**config.mk**
```make
export PLATFORM = sky130hd
export DESIGN_NAME = reg_file_4x8
export DESIGN_NICKNAME = d
export VERILOG_FILES = /design/src/rtl/reg_file_4x8.sv
export SDC_FILE = /design/constraint.sdc
export NUM_CORES = 1
export LEC_CHECK = 0
export CORE_MARGIN = 2
export CORE_UTILIZATION = 35
export CTS_CLUSTER_SIZE = 10
export DETAILED_ROUTE_END_ITERATION = 10
export PLACE_DENSITY = 0.58
export SLEW_MARGIN = 20
export SYNTH_ARGS = -nofsm -noshare
export SYNTH_HDL_FRONTEND = slang
export SYNTH_SLANG_ARGS = --single-unit
```
**constraint.sdc**
```tcl
create_clock -name clk -period 1.5 [get_ports clk]
set_clock_uncertainty 0.1 [all_clocks]
set_input_delay 0.15 -clock clk [delete_from_list [all_inputs] [get_ports clk]]
set_output_delay 0.15 -clock clk [all_outputs]
set_load 0.02 [all_outputs]
```
**src/rtl/reg_file_4x8.sv**
```systemverilog
// Operand register file for the 4-bit ALU: eight registers, one write port,
// two registered read ports with optional write-to-read forwarding.
module reg_file_4x8 #(
    parameter int WIDTH    = 4,
    parameter int AW       = 3,
    parameter int DEPTH    = 8,
    parameter int BYPASS   = 1,
    parameter int ZERO_REG = 0
) (
    input  logic             clk,
    input  logic             reset,
    input  logic             wr_en,
    input  logic [AW-1:0]    wr_addr,
    input  logic [WIDTH-1:0] wr_data,
    input  logic [AW-1:0]    rd_addr1,
    input  logic [AW-1:0]    rd_addr2,
    output logic [WIDTH-1:0] rd_data1,
    output logic [WIDTH-1:0] rd_data2
);

    logic [WIDTH-1:0] mem [DEPTH];
    logic             wr_zero;
    logic             wr_live;
    logic [WIDTH-1:0] next1;
    logic [WIDTH-1:0] next2;

    // Writes aimed at a hardwired zero register are dropped entirely,
    // so they can neither land in memory nor be forwarded.
    assign wr_zero = (ZERO_REG != 0) && (wr_addr == '0);
    assign wr_live = wr_en && !wr_zero;

    always_comb begin
        next1 = mem[rd_addr1];
        next2 = mem[rd_addr2];
        if ((BYPASS != 0) && wr_live && (wr_addr == rd_addr1))
            next1 = wr_data;
        if ((BYPASS != 0) && wr_live && (wr_addr == rd_addr2))
            next2 = wr_data;
        if ((ZERO_REG != 0) && (rd_addr1 == '0))
            next1 = '0;
        if ((ZERO_REG != 0) && (rd_addr2 == '0))
            next2 = '0;
    end

    always_ff @(posedge clk) begin
        if (reset) begin
            for (int i = 0; i < DEPTH; i++)
                mem[i] <= '0;
            rd_data1 <= '0;
            rd_data2 <= '0;
        end else begin
            if (wr_live)
                mem[wr_addr] <= wr_data;
            rd_data1 <= next1;
            rd_data2 <= next2;
        end
    end

endmodule

```
==> metrics.txt <==
Ant. Diodes 0; dpl hpwl ~3500 um; Slew @ Worst Pin 0.456 ns; vias after detailed routing about 1400; post-route ant nets 0; Hold-fix buffers, CTS 0; VDD IR max between 0.4 and 0.5 mV; Warnings, synthesis 0; R2R cell count 3; number of setup violations in the final report 0; crit path kind in2reg; routed len/inst between 15 and 20 um; HP Start rd_addr2[0]; CTS tree yes; RR Endpoint rd_data1[2]$_SDFF_PP0_; placed insts between 200 and 300; initial antenna violation count 0; CTS clk-pin slew, worst paths 0.08 ns; layout cells sized above 1 between 30 and 40%; fin crit share between 90 and 100%; CP endpoint kind flop; leakage power roughly 1.1 nW; post-synthesis sequential area ratio between 50 and 60%; Post-synth EDFFs 32; Filler Cells Inserted between 500 and 600; die footprint 6750 um2; CTS H-tree depth 2; top cell type's share of synthesized area 44.9%; worst hold stages 4; hold crit path type in2reg; Synth area leader edfxtp_1; aggregate routed wire length between 4000 and 5000 um; chip width a little over 80 um; Initial DRC Count 84; die height around 80 um; Sink Count 40; Layout Nets 212; fin. max-slew vios 0; residual overflow from global routing 0; cell area after synthesis about 2100 um2; Yosys reg bits 40; slowest stage delay, CP 0.52 ns; Area growth, synth to finish 31.1%; core footprint roughly 5900 um2; syn nets 167; Starting Density around 36%; top post-synthesis cells by area edfxtp_1, mux4_1, and2_1; hold endpoint rd_data2[2]$_SDFF_PP0_; CP required ~1.6 ns; Critical R2R Launch mem[1][2]$_SDFFCE_PN0P_; worst path arrival time around 1.6 ns; worst-skew pair later-pin latency 0.29 ns; I/O Buffers 23; CP startpoint rd_addr2[1]; crit path time final approximately 1.5 ns; relative slew slack 69.5%; vias in the first global route about 1400; Power, Total about 0.0026 W; gp weighted congestion approximately 0.87; power per cell area just over 900 nW/um2; number of remaining DRC errors 0; # IOs 24; crit start category input port; Post-synth ARST share 0%; TritonCTS Buffers 5; Clock Tree Buf Depth 2; Non-Filler Instances about 270; final hold vios 0; first-pass GRT wire length 7370 um; Mapped Avg Cell Area about 14 um2; top post-synthesis cells by count and2_1, edfxtp_1, nor2_1; Clock Tree Root clkbuf_8; synthesized instance count between 150 and 200; drt first pass iters 4; hold slack between 0.3 and 0.4 ns; CP cell instances clkdlybuf4s50_1 > buf_6 > mux4_2 > mux2i_1 > a211oi_2; MaxCap Viol Count 0; gr usage total between 10% and 20%; R2R setup slack ~0.08 ns; Core Util, Final between 40% and 50%; fmax a little under 700 MHz; crit-path max FO 7; outcome finished clean; crit path max-delay cell type mux4_2; # rows 28; unrepaired setup endpoints after global routing true; pin count of the biggest net entering global routing 17; via/cell ratio slightly above 5; top_reg_cell synth edfxtp_1; Distinct cells, synth 19
[worst max path at each step]
| stage | depth (start not counted) | slack [ns] | endpoint |
|---|---|---|---|
| finish | 5 | 0.01 | rd_data2[0]$_SDFF_PP0_ |
| CTS | 5 | 0.008 | mem[1][1]$_SDFFCE_PN0P_ |
| global route | 5 | -0.03 | rd_data2[0]$_SDFF_PP0_ |
| global placement | 5 | -0.37 | rd_data1[3]$_SDFF_PP0_ |
| detailed placement | 5 | -0.40 | rd_data1[3]$_SDFF_PP0_ |
| floorplan | 4 | 0.21 | mem[0][0]$_SDFFCE_PN0P_ |
[routing by layer]
layer | vias up | global-route usage, % | wire length, um | part of all wire (%)
li1 | 648 | - | - | -
met1 | 658 | 17.9 | 1950 | 41
met2 | 48 | 27.3 | 2430 | 51
met3 | 14 | 3.59 | 224 | 4.7
met4 | 0 | 7.00 | 148 | 3.1
met5 | - | 0 | 0 | 0
[stage by stage]
stage / TNS (ns) / area (um2) / worst slack [ns]
floorplan: 0 / 2140 / 0.206
global placement: -13.73 / 2590 / -0.370
detailed placement: -14.81 / 2590 / -0.401
CTS: 0 / 2740 / 0.00773
global route: -0.0284 / 2810 / -0.0284
finish: 0 / 2810 / 0.0130
[critical path: cells and delay by family]
| kind | cells | cell delay [ns] |
|---|---|---|
| compound gates | 1 | 0.09 |
| buf+inv | 2 | 0.63 |
| mux | 2 | 0.70 |
[cells in the final DEF (no fill, tap or decap), types with 2 or more instances in the layout]
master and count:
mux4_1 3, clkbuf_8 5, or2_2 8, buf_12 2
dlymetal6s2s_1 7, nor3_2 2, nor2_1 11, nand2b_1 2
a211oi_1 5, edfxtp_1 32, mux4_2 13, nand2_1 2
nor2_2 3, clkdlybuf4s50_1 15, mux2i_1 8, and2_1 32
xnor2_1 5, dfxtp_1 8, a211oi_2 3, buf_4 20
[final cells by class]
type	instances	area [um2]	share of cell area (%)
Clock buffer	5	68.8	2.45
Clock inverter	3	42.5	1.52
Multi-Input combinational cell	102	998	35.6
Sequential cell	40	1120	40.0
Tap cell	75	93.8	3.35
Timing Repair Buffer	47	480	17.1
[state kept, by name (all words and copies together) (netlist names)]
register  cells
mem          32
rd_data1      4
rd_data2      4
[power by group]
group	switching, W	internal (W)	leakage [nW]
Sequential	0.0000389	0.00128	0.373
Combinational	0.000199	0.000248	0.695
Clock	0.000372	0.000492	0.0541
Total	0.000610	0.00202	1.12
[cells by family after synthesis]
group | synth area share (%)
XOR/XNOR | 2.46
buffers and inverters | 2.75
AO/OA/AOI/OAI | 2.81
AND/OR/NAND/NOR | 17.4
flip-flops | 52.4
multiplexers | 22.2
[what timing repair did]
action                                 in CTS  in global routing
endpoints found under the hold margin       0                  0
resized for setup                           9                 18
pin swaps                                   0                  3
gates cloned                                1                  0
setup endpoints to repair                   9                 31
buffers inserted                            1                  0
(Power assumes the default switching activity.)
